File: config.mk
export PLATFORM = sky130hd
export DESIGN_NAME = ro_freq_meter
export DESIGN_NICKNAME = d
export VERILOG_FILES = /design/src/rtl/ro_freq_meter.sv
export SDC_FILE = /design/constraint.sdc
export NUM_CORES = 1
export LEC_CHECK = 0
export CAP_MARGIN = 20
export CORE_ASPECT_RATIO = 0.75
export CORE_MARGIN = 5
export CORE_UTILIZATION = 55
export CTS_BUF_LIST = sky130_fd_sc_hd__clkbuf_8 sky130_fd_sc_hd__clkbuf_16
export DETAILED_ROUTE_END_ITERATION = 8
export GPL_TIMING_DRIVEN = 1
export PLACE_DENSITY = 0.7
export SLEW_MARGIN = 5
export SYNTH_ARGS = -nofsm -noshare
export SYNTH_HDL_FRONTEND = slang
export SYNTH_SLANG_ARGS = --single-unit
File: constraint.sdc
create_clock -name clk -period 2.9 [get_ports clk]
set_input_delay 0.58 -clock clk [delete_from_list [all_inputs] [get_ports clk]]
set_output_delay 0.58 -clock clk [all_outputs]
set_load 0.05 [all_outputs]
File: src/rtl/ro_freq_meter.sv
// Gated edge counter for CH asynchronous ring-oscillator inputs, one result register per channel.
// Optional macro RO_SATURATE_EN: counters saturate and raise a sticky per-channel overflow flag.
module ro_freq_meter #(
   parameter int CH     = 4,
   parameter int CNT_W  = 16,
   parameter int GATE_W = 16,
   localparam int SEL_W = (CH > 1) ? $clog2(CH) : 1
) (
   input  logic              clk,
   input  logic              rst_n,
   input  logic              enable,
   input  logic [GATE_W-1:0] gate_len,
   input  logic [CH-1:0]     ro_in,
   input  logic [SEL_W-1:0]  sel,
   output logic [CNT_W-1:0]  out,
   output logic              busy,
   output logic              done,
   output logic              ovf
);

   typedef enum logic [1:0] {
      IDLE  = 2'd0,
      GATE  = 2'd1,
      LATCH = 2'd2,
      DONE  = 2'd3
   } state_t;

   localparam logic [CNT_W-1:0]  CNT_ONE  = {{(CNT_W-1){1'b0}}, 1'b1};
   localparam logic [GATE_W-1:0] GATE_ONE = {{(GATE_W-1){1'b0}}, 1'b1};

   state_t             state_r, state_s;
   logic               start_s;
   logic [CH-1:0]      sync1_r, sync2_r, sync3_r, edge_s;
   logic [GATE_W-1:0]  gate_left_r;
   logic [CNT_W-1:0]   cnt_r [CH];
   logic [CNT_W-1:0]   res_r [CH];
   logic [CNT_W-1:0]   out_r;
   logic               busy_r, done_r;

   // A rising edge is seen once it has crossed both synchroniser stages.
   assign edge_s = sync2_r & ~sync3_r;

   // Synchroniser chain plus edge-history register per channel.
   always_ff @(posedge clk or negedge rst_n) begin
      if (!rst_n) begin
         sync1_r <= '0;
         sync2_r <= '0;
         sync3_r <= '0;
      end else begin
         sync1_r <= ro_in;
         sync2_r <= sync1_r;
         sync3_r <= sync2_r;
      end
   end

   // Window control next-state decode; start_s marks the cycle that opens a window.
   always_comb begin
      state_s = state_r;
      start_s = 1'b0;
      case (state_r)
         IDLE: begin
            if (enable) begin
               state_s = GATE;
               start_s = 1'b1;
            end else begin
               state_s = IDLE;
            end
         end
         GATE: begin
            if (!enable) begin
               state_s = IDLE;
            end else if (gate_left_r == GATE_ONE) begin
               state_s = LATCH;
            end else begin
               state_s = GATE;
            end
         end
         LATCH: state_s = DONE;
         DONE: begin
            if (enable) begin
               state_s = GATE;
               start_s = 1'b1;
            end else begin
               state_s = IDLE;
            end
         end
         default: state_s = IDLE;
      endcase
   end

   // State register, registered status flags and remaining-gate counter.
   always_ff @(posedge clk or negedge rst_n) begin
      if (!rst_n) begin
         state_r     <= IDLE;
         busy_r      <= 1'b0;
         done_r      <= 1'b0;
         gate_left_r <= '0;
      end else begin
         state_r <= state_s;
         busy_r  <= (state_s != IDLE);
         done_r  <= (state_s == DONE);
         if (start_s) begin
            gate_left_r <= (gate_len == '0) ? GATE_ONE : gate_len;
         end else if (state_r == GATE) begin
            gate_left_r <= gate_left_r - GATE_ONE;
         end else begin
            gate_left_r <= gate_left_r;
         end
      end
   end

   // Per-channel edge counters, cleared at window start and snapshotted in LATCH.
   always_ff @(posedge clk or negedge rst_n) begin
      if (!rst_n) begin
         for (int i = 0; i < CH; i++) begin
            cnt_r[i] <= '0;
            res_r[i] <= '0;
         end
      end else begin
         for (int i = 0; i < CH; i++) begin
            if (start_s) begin
               cnt_r[i] <= '0;
            end else if ((state_r == GATE) && edge_s[i]) begin
`ifdef RO_SATURATE_EN
               cnt_r[i] <= (cnt_r[i] == '1) ? cnt_r[i] : (cnt_r[i] + CNT_ONE);
`else
               cnt_r[i] <= cnt_r[i] + CNT_ONE;
`endif
            end else begin
               cnt_r[i] <= cnt_r[i];
            end
            res_r[i] <= (state_r == LATCH) ? cnt_r[i] : res_r[i];
         end
      end
   end

   // Result mux for the selected channel.
   always_ff @(posedge clk or negedge rst_n) begin
      if (!rst_n) begin
         out_r <= '0;
      end else if (int'(sel) < CH) begin
         out_r <= res_r[sel];
      end else begin
         out_r <= '0;
      end
   end

`ifdef RO_SATURATE_EN
   logic [CH-1:0] sat_r, res_sat_r;
   logic          ovf_r;

   // Sticky overflow per channel: set when an edge arrives at full scale.
   always_ff @(posedge clk or negedge rst_n) begin
      if (!rst_n) begin
         sat_r     <= '0;
         res_sat_r <= '0;
         ovf_r     <= 1'b0;
      end else begin
         for (int i = 0; i < CH; i++) begin
            if (start_s) begin
               sat_r[i] <= 1'b0;
            end else if ((state_r == GATE) && edge_s[i] && (cnt_r[i] == '1)) begin
               sat_r[i] <= 1'b1;
            end else begin
               sat_r[i] <= sat_r[i];
            end
         end
         res_sat_r <= (state_r == LATCH) ? sat_r : res_sat_r;
         ovf_r     <= (int'(sel) < CH) ? res_sat_r[sel] : 1'b0;
      end
   end

   assign ovf = ovf_r;
`else
   assign ovf = 1'b0;
`endif

   assign out  = out_r;
   assign busy = busy_r;
   assign done = done_r;

endmodule

* Word-level counts from Yosys, hierarchy flattened *
Cells that the tools add are included.

word-level totals
  flip-flop bits (word level) = 176
  output and inout port bits = 19

cells by class
  bitwise logic cells = 3
  reduce and logical (&&, ||, !) cells = 13
  equality and inequality tests = 5
  muxes and demuxes = 20
  add/subtract/negate cells = 5
  order comparisons = 1

operator list
  kind                                                                     count
  16-bit two-way mux                                                       13
  16-bit by 1-bit adder with 16-bit output (second input constant)         4
  16-bit binary-select mux with 2-bit select                               1
  16-bit by 1-bit equality test with 1-bit output (second input constant)  1
  16-bit zero test                                                         1
  16-bit by 1-bit subtractor with 16-bit output (second input constant)    1
  2-bit nonzero test                                                       6
  2-bit equality test (second input constant)                              3
  2-bit case mux with 3 select lines                                       1
  4-bit AND                                                                1
  1-bit logical AND                                                        4
  2-bit two-way mux                                                        2
  4-bit NOT                                                                1
  3-bit greater-or-equal comparator (second input constant)                1
  1-bit two-way mux                                                        3
  2-bit NOT with 3-bit output                                              1
  2-bit by 1-bit equality test with 1-bit output (second input constant)   1
  2-bit zero test                                                          1
  2-bit OR reduction                                                       1

* Longest topological paths before layout *
Gate-level depths: netlist (run 1).

  word-level depth = 5
  depth in mapped cells = 8

* Worst setup path after synthesis (run 1) *
No wires, ideal clock.

  path type = in2reg
  start = input sel[0]
  end = register out_r[10], in the netlist out[10]
  path buffers = 2
  arrival time = 1.809 ns
  setup slack = 0.953 ns
  stages on the path = 3
  data required time = 2.762 ns
  path through = clkbuf_1 buf_2 mux4_2

between the ends
  cells in the longest elaborated chain, start to end = 4

ends and longest elaborated chain
  what                                                    line  source
  start: declaration                                      14    input logic [SEL_W-1:0] sel,
  2-bit NOT with 3-bit output (not written as such)       142   out_r <= res_r[sel];
  16-bit binary-select mux with 2-bit select              142
  16-bit two-way mux (not written as such) (2 in series)  142
  end signal: assignment                                  142
  end: declaration                                        37    logic [CNT_W-1:0] out_r;

Every way passes these cells. The select of a mux whose other input is x is not followed.
A chain may end at the register's enable or synchronous reset.

* Final worst setup path (run 1) *
  start = register state_r[1]
  end = register cnt_r[30] (netlist name)

between the ends
  cells in the longest elaborated chain, start to end = 4
  elaborated cells on any way between the ends = 8

ends and longest elaborated chain
  what                                                      line  source
  start: declaration                                        31    state_t state_r, state_s;
  start signal: assignment                                  99    state_r <= state_s;
  2-bit equality test or 2-bit zero test (tied branches)    60    case (state_r)
  2-bit OR reduction (no source line)                       n/a
  1-bit two-way mux                                         n/a
  16-bit two-way mux or 2-bit nonzero test (tied branches)  n/a
  end signal: indexed assignment                            127   cnt_r[i] <= cnt_r[i] + CNT_ONE;
  end signal: indexed assignment                            130   cnt_r[i] <= cnt_r[i];
  end: declaration                                          35    logic [CNT_W-1:0] cnt_r [CH];

Parallel ways exist; a longest one is shown, timed or not.

==> results of run 1 <==
path summary, 6_finish.rpt:
check | to | slack, ps | cells after the start
max | cnt_r[30] | 510 | 7
min reg2reg | sync2_r[3] | 350 | 0
min in group clk | sync2_r[3] | 350 | 0
max reg2reg | cnt_r[30] | 510 | 7
max in group asynchronous | cnt_r[44] | 2040 | 2
min | gate_left_r[2] | 150 | 1
Yosys cell counts, types with 2 or more instances:
cell type and count:
dfrtp_1 176, mux2_2 64, nor2_1 57, nand2_1 51
o21ai_0 27, xnor2_1 27, a21oi_1 21, nor4_1 21
xor2_1 20, clkbuf_1 19, mux4_2 16, nand3_1 16
nand4_1 15, or3_1 14, inv_1 13, nor3_1 12
or4_1 10, ha_1 8, a31oi_1 7, buf_1 6
nand4b_1 6, a31o_2 4, a41o_1 4, and3_1 4
o31ai_1 4, and3b_1 3, and4_1 3, buf_2 3
mux2i_1 3, nand3b_1 3, nor4b_1 2
routing by layer:
layer | share of wire | global-route usage | up-vias | routed length, µm
li1 | - | - | 2481 | -
met2 | 0.44 | 0.314 | 148 | 7690
met5 | 0 | 0 | - | 0
met1 | 0.49 | 0.338 | 2702 | 8540
met4 | 0.013 | 0.0652 | 0 | 230
met3 | 0.054 | 0.0568 | 23 | 942
sequential cells by signal (all words and copies together) (netlist names):
signal	flops
sync2_r	4
cnt_r	64
res_r	64
sync3_r	4
sync1_r	4
gate_left_r	16
busy	1
done	1
out	16
state_r	2
power by group through the flow:
stage	clock network [mW]	registers [mW]	logic, mW
after floorplan	0	2.62	0.188
after global placement	0	2.63	0.337
after detailed placement	0	2.64	0.345
after CTS	2.34	2.59	0.347
after global routing	2.45	2.60	0.385
final	2.30	2.59	0.346
through the flow:
step	util	power, mW	std cells	cell area, µm²	hold slack [ps]
detailed placement	0.614	2.98	859	8490	338
floorplan	-	2.81	659	7840	284
finish	0.657	5.24	891	9090	148
global route	0.657	5.44	891	9090	187
global placement	0.614	2.97	859	8490	333
CTS	0.657	5.28	891	9090	164
cell families after synthesis:
| kind of cell | synth area share |
|---|---|
| mux | 0.142 |
| flops | 0.562 |
| compound gates | 0.0578 |
| simple gates | 0.151 |
| other cells | 0.000479 |
| fa+ha+maj | 0.0128 |
| buf+inv | 0.0217 |
| xor+xnor | 0.0525 |
final cells by class:
| class | instances | area, µm² | share of cell area |
|---|---|---|---|
| Clock buffer | 19 | 453 | 0.0498 |
| Inverter | 13 | 48.8 | 0.00537 |
| Tap cell | 175 | 219 | 0.0241 |
| Sequential cell | 176 | 4400 | 0.484 |
| Timing Repair Buffer | 55 | 557 | 0.0612 |
| Multi-Input combinational cell | 440 | 3270 | 0.359 |
| Clock inverter | 13 | 145 | 0.0160 |
cells in the final DEF, fill, tap and decap left out, drive strengths merged, types with 2 or more instances in the layout:
cell           count
nor3              12
or4               10
o31ai              4
dfrtp            176
clkinv             5
nand3b             4
nand4b             6
nand2             51
a21oi             21
mux2i              3
clkbuf            19
mux2              64
xnor2             27
a41o               4
o21ai             27
nor2              57
and3               4
a31o               4
bufinv             3
and3b              3
and4               3
clkdlybuf4s50     41
a31oi              7
mux4              16
nand4             15
buf               14
xor2              20
nor4b              2
or3               14
clkinvlp           3
inv               15
nand3             17
ha                 8
nor4              21
worst max-delay path: stages (launching register included):
cell      delay (ps)
dfrtp_1          380
inv_1             60
ha_1             390
buf_4            280
and3b_1          310
o211ai_1         160
or4_1            520
a21oi_1          210
==> run metrics, run 1 <==
Inserted Clock Buffers=17; synth warn=0; Final Routed Wirelength=17400 µm; worst r2r src=state_r[1]; post-CTS setup buffer count=0; # hold bufs at CTS=0; startpoint types=flop; worst hold path class=primary input to asynchronous set/reset pin; Sw Ratio=0.229; clock sinks=176; CORE AREA=13800 µm²; P_leak=4.00 nW; Detail Route Antenna Nets=0; DRT Pass-1 Iters=5; Filler cells=1039; Gate power share=0.066; input/output buffers=42; status=finished clean; pin count of the biggest net entering global routing=67; Die W=148 µm; Post-Syn Area=7840 µm²; largest cells by area after synthesis=dfrtp_1, mux2_2, mux4_2, xnor2_1, nor2_1; CP Capture Type=flop; Crit Path Max Fanout=14; unrepaired setup endpoints after global routing=no; Layout area overhead=16.0%; ys async rst share=1.00; WP data required=3240 ps; layout net count=736; min Tclk post-route=2390 ps; Sw Pwr=1.20 mW; Final Cycle Share=0.826; Initial Util=0.566; Clock Latency Late Sink=420 ps; RD Place Congestion=0.843; sequential element share of the synthesized area=0.562; Fin. Hold Viols=0; sequential share of power=0.495; Least-Margin Pin Slew=825 ps; total global routing overflow=0; Clock Tree Buf Depth=2; Yosys top cell area share=0.562; ys flop type=dfrtp_1; global-route wire length before repair=28600 µm; internal power=4.04 mW; Die Ht=113 µm; Mapped Nets=692; syn avg cell area=11.9 µm²; # diodes=0; TNS Setup=0 ps; clock share of power=0.439; DRC errors left=0; Post-DP HPWL=12500 µm; max-slew violations=0; initial antenna violation count=0; DR iter-0 viols=415; worst setup path class=flop to flop; via density per instance=6.01; Post-synth EDFFs=0; wire per inst=19.5 µm; CTS root buf=clkbuf_16; CTS H-tree depth=4; Die ar.=16800 µm²; Max-slew headroom=0.442; PwrDens=576 nW/µm²; vias in the first global route=5331; min setup slack post-route=506 ps; pre-CTS setup slack=536 ps; Seq cells post-synth=176; CTS tree=built; cts repair resizes=0; f_max=418 MHz; total track usage=0.221; FP Rows=37; layout cells sized above 1=0.187; arrival time worst endpoint=2730 ps; Netlist cell types=51; Final setup viols=0; via count=5354; Post-Synthesis Cells=659; IO Pins=44; Clock transition at path regs=60 ps; Peak supply drop=0.421 mV; max_cap viols=0; Worst Skew=6.42 ps; Worst Setup SP=state_r[1]; Yosys top cell by area=dfrtp_1
Note: power is estimated with default switching activity, not from simulation.
==> run 2, diff against run 1 <==
--- a/config.mk
+++ b/config.mk
@@ -8,11 +8,11 @@
 export CAP_MARGIN = 20
 export CORE_ASPECT_RATIO = 0.75
 export CORE_MARGIN = 5
-export CORE_UTILIZATION = 55
+export CORE_UTILIZATION = 54
 export CTS_BUF_LIST = sky130_fd_sc_hd__clkbuf_8 sky130_fd_sc_hd__clkbuf_16
 export DETAILED_ROUTE_END_ITERATION = 8
 export GPL_TIMING_DRIVEN = 1
-export PLACE_DENSITY = 0.7
+export PLACE_DENSITY = 0.72
 export SLEW_MARGIN = 5
 export SYNTH_ARGS = -nofsm -noshare
 export SYNTH_HDL_FRONTEND = slang
==> constraint.sdc (replaced) <==
create_clock -name clk -period 2 [get_ports clk]
set_input_delay 0.4 -clock clk [delete_from_list [all_inputs] [get_ports clk]]
set_output_delay 0.4 -clock clk [all_outputs]
set_load 0.05 [all_outputs]
==> run 2 against run 1 <==
Compared with the run above: via count up 3.1%; setup slack worse by 480 ps; worst hold slack gained 200 ps; global-route usage grew 0.70 points; first-iteration DRC count is 21% higher; cell count rose by 7.6%; sequential share of layout area shrank 2.2 points; critical path depth down 6; clock-buffer cell count is 2 higher; largest cell class unchanged.
==> run metrics, run 2 (synthesis results as in run 1) <==
unrepaired setup endpoints after global routing=no; total track usage=0.228; via count=5521; layout net count=779; Clock Latency Late Sink=430 ps; vias in the first global route=5636; Fin. Hold Viols=0; FP Rows=38; Layout area overhead=21.7%; sequential share of power=0.483; DRC errors left=0; total power=7.78 mW; worst setup path class=flop to primary output; crit-path max cell delay=810 ps; via density per instance=5.76; f_max=506 MHz; Sw Pwr=1.78 mW; CP Capture Type=primary output; Crit path max-delay family=buffers and inverters; Detail Route Antenna Nets=0; input/output buffers=42; CTS H-tree depth=4; Max-slew headroom=0.648; Sw Ratio=0.228; layout cells sized above 1=0.240; DR iter-0 viols=501; DRT Pass-1 Iters=6; most common cell after layout, fill and taps aside=dfrtp_1; pre-CTS setup slack=-35.3 ps; commonest cells after routing, fill and taps aside=dfrtp_1, mux2_2, nor2_1; global-route wire length before repair=30100 µm; Die ar.=17000 µm²; clock share of power=0.441; Final setup viols=0; PwrDens=816 nW/µm²; initial antenna violation count=0; Crit Path Max Fanout=1; max-slew violations=0; Peak supply drop=0.669 mV; CP Buf/Inv Count=1; Regs by FF count=cnt_r x64, res_r x64; worst hold slack=349 ps; total global routing overflow=0; # diodes=0; TNS Setup=0 ps; IO Pins=44; CORE AREA=14400 µm²; P_leak=4.32 nW; Post-DP HPWL=13100 µm; Slowest-stage cell, CP=clkdlybuf4s50_1; Initial Util=0.546; RD Place Congestion=0.840; CTS tree=built; status=finished clean; Die Ht=114 µm; startpoint types=flop; min Tclk post-route=1970 ps; Area after DPL=8840 µm²; Inserted Clock Buffers=17; clock sinks=176; CTS root buf=clkbuf_16; Final Routed Wirelength=18300 µm; pin count of the biggest net entering global routing=55; Least-Margin Pin Slew=528 ps; CP cell instances=clkdlybuf4s50_1; internal power=6.00 mW; Clock transition at path regs=60 ps; Gate power share=0.075; arrival time worst endpoint=1570 ps; max_cap viols=0; wire per inst=19.0 µm; Final Cycle Share=0.987; Clock Tree Buf Depth=2; min setup slack post-route=25.5 ps; WP data required=1600 ps; Worst Skew=8.08 ps; fin area=9530 µm²; Die W=149 µm; worst hold path class=flop to flop
-- run 2: cell count changes in the layout (fill, tap and decap cells not counted), sizes merged --
cell	delta
clkinvlp	-2
clkdlybuf4s50	-5
dlygate4sd2	+1
clkbuf	+2
buf	+42
dlymetal6s2s	+4
dlygate4sd3	+1
-- run 2: final cells by class --
class                      count  area, µm²
fill                        1059       4820
sequential                   176       4400
multi-input combinational    440       3300
timing repair buffer          98        916
clock buffer                  21        480
tap                          200        250
clock inverter                11        138
inverter                      13       48.8
-- run 2: metrics by stage --
step           utilization  instances
6_report             0.664        959
4_1_cts              0.659        955
3_5_place_dp         0.615        922
2_1_floorplan            -        659
3_3_place_gp         0.615        922
5_1_grt              0.664        959
-- run 2: metal layers --
metal  part of all wire  wire (µm)  global-route usage  vias up
li1                   -          -                   -     2561
met1               0.48       8770               0.345     2796
met2               0.46       8400               0.341      150
met3              0.051        926              0.0526       14
met4             0.0085        155              0.0500        0
met5                  0          0                   0        -
-- run 2: timing repair --
| item | CTS | global route |
|---|---|---|
| endpoints found under the setup margin | 5 | 15 |
| resized for setup | 2 | 10 |
| buffers inserted | 0 | 4 |
| hold buffers | 1 | 0 |
| pin swaps | 0 | 1 |
| endpoints found under the hold margin | 50 | 0 |
-- run 2: power groups by stage --
| stage | Clock [mW] | Sequential [mW] | Combinational, mW |
|---|---|---|---|
| finish | 3.43 | 3.76 | 0.587 |
| global route | 3.64 | 3.77 | 0.656 |
| detailed placement | 0 | 3.82 | 0.557 |
| floorplan | 0 | 3.80 | 0.272 |
| global placement | 0 | 3.81 | 0.540 |
| CTS | 3.47 | 3.75 | 0.563 |
-- run 2: final timing paths --
kind                                  from              to  slack (ps)  cells past startpoint
worst max-delay path                  done            done          30                      1
worst min-delay path            sync1_r[1]      sync2_r[1]         350                      0
worst max register to register  state_r[1]       cnt_r[27]          80                      6
worst min register to register  sync1_r[1]      sync2_r[1]         350                      0
max in group asynchronous            rst_n       cnt_r[45]         850                      3
min in group asynchronous            rst_n  gate_left_r[2]         500                      2
==> run 3, diff against run 2 <==
--- a/config.mk
+++ b/config.mk
@@ -13,6 +13,7 @@
 export DETAILED_ROUTE_END_ITERATION = 8
 export GPL_TIMING_DRIVEN = 1
 export PLACE_DENSITY = 0.72
+export REMOVE_ABC_BUFFERS = 1
 export SLEW_MARGIN = 5
 export SYNTH_ARGS = -nofsm -noshare
 export SYNTH_HDL_FRONTEND = slang
==> run 3 against run 2 <==
Compared with the run above: critical path depth did not move; largest cell class unchanged; clock skew barely moved; worst hold slack got worse by 0.82 ps; largest power group unchanged; die area did not move; clock-buffer cell count fell by 1.
==> run metrics, run 3 (synthesis results as in run 1) <==
status=finished clean; RD Place Congestion=0.866; total track usage=0.231; Die ar.=17000 µm²; arrival time worst endpoint=1550 ps; Final Routed Wirelength=18500 µm; input/output buffers=42; Final Cycle Share=0.973; internal power=5.72 mW; Area after DPL=8820 µm²; CP Capture Type=primary output; Worst Skew=7.70 ps; max-slew violations=0; P_leak=4.34 nW; Regs by FF count=cnt_r x64, res_r x64; Die Ht=114 µm; CP cell instances=clkdlybuf4s50_1; Initial Util=0.546; DR iter-0 viols=520; CTS tree=built; CTS H-tree depth=4; fin area=9520 µm²; layout cells sized above 1=0.247; Gate power share=0.075; WP data required=1600 ps; f_max=514 MHz; max_cap viols=0; most common cell after layout, fill and taps aside=dfrtp_1; IO Pins=44; total global routing overflow=0; vias in the first global route=5603; CORE AREA=14400 µm²; Max-slew headroom=0.636; Final Non-Filler Cells=957; Filler cells=1063; DRC errors left=0; Post-DP HPWL=13100 µm; Sw Pwr=1.86 mW; startpoint types=flop; CP Buf/Inv Count=1; placed cells=920; DRT Pass-1 Iters=6; Layout area overhead=21.4%; global-route wire length before repair=30100 µm; wire per inst=19.3 µm; Fin. Hold Viols=0; Sw Ratio=0.245; Clock transition at path regs=70 ps; min Tclk post-route=1950 ps; Detail Route Antenna Nets=0; layout net count=777; pin count of the biggest net entering global routing=65; worst setup path class=flop to primary output; Clock Latency Late Sink=430 ps; CTS root buf=clkbuf_16; # diodes=0; Crit Path Max Fanout=1; initial antenna violation count=0; sequential share of power=0.497; Final setup viols=0; crit-path max cell delay=790 ps; FP Rows=38; Least-Margin Pin Slew=545 ps; Clock Tree Buf Depth=2; Slowest-stage cell, CP=clkdlybuf4s50_1; commonest cells after routing, fill and taps aside=dfrtp_1, mux2_2, nor2_1; Crit path max-delay family=buffers and inverters; clock sinks=176; Inserted Clock Buffers=17; PwrDens=796 nW/µm²; Die W=149 µm; via count=5584; clock share of power=0.429; worst hold path class=flop to flop; via density per instance=5.83; Peak supply drop=0.585 mV
## run 3: cell types whose count changed in the layout (fill, tap and decap cells not counted), sizes merged
cell | before | now
dlymetal6s2s | 4 | 7
buf | 56 | 54
clkbuf | 21 | 20
bufinv | 3 | 1
inv | 15 | 16
clkinvlp | 1 | 3
clkdlybuf4s50 | 36 | 33
## run 3: path summary, 6_finish.rpt
kind / to / slack, ps / start / depth (start not counted)
setup / recovery: out[3] / 50 / out[3] / 1
hold / removal: sync2_r[3] / 350 / sync1_r[3] / 0
setup reg to reg: cnt_r[61] / 70 / state_r[1] / 6
hold reg to reg: sync2_r[3] / 350 / sync1_r[3] / 0
max in group asynchronous: cnt_r[53] / 870 / rst_n / 3
min in group asynchronous: done / 410 / rst_n / 2
## run 3: per-layer routing
layer	wire length (µm)	up-vias	global-route usage
met5	0	-	0
met4	231	0	0.0579
met3	955	30	0.0542
met2	8540	200	0.347
met1	8720	2801	0.344
li1	-	2553	-
## run 3: stage by stage
stage | power [mW] | util | setup WS [ps] | hold WS [ps] | TNS, ps
final | 7.58 | 0.663 | 53.6 | 348 | 0
after global routing | 7.89 | 0.663 | -49.3 | 363 | -113
after CTS | 7.62 | 0.656 | 5.27 | 350 | 0
after detailed placement | 4.37 | 0.614 | -8.11 | 296 | -8.11
after global placement | 4.34 | 0.614 | 56.9 | 294 | 0
after floorplan | 4.05 | - | -1850 | 104 | -117760
## run 3: area by class of cell
class                           count  area, µm²  area share
Sequential cell                   176       4410       0.463
Tap cell                          200        250      0.0263
Inverter                           13       48.8     0.00513
Timing Repair Buffer               96        908      0.0955
Clock inverter                     12        110      0.0116
Multi-Input combinational cell    440       3330       0.350
Clock buffer                       20        467      0.0490
## run 3: what timing repair did
action                                 in CTS  in global routing
endpoints found under the hold margin      25                  0
resized for setup                           3                 18
buffers inserted                            0                  4
setup endpoints to repair                   6                 31
hold buffers                                1                  0
pin swaps                                   1                  5
gates cloned                                0                  0
## run 3: power groups by stage
stage / logic [mW] / registers (mW) / clock network [mW]
6_report: 0.567 / 3.76 / 3.25
2_1_floorplan: 0.251 / 3.80 / 0
3_3_place_gp: 0.528 / 3.82 / 0
3_5_place_dp: 0.551 / 3.82 / 0
5_1_grt: 0.636 / 3.78 / 3.48
4_1_cts: 0.556 / 3.76 / 3.30
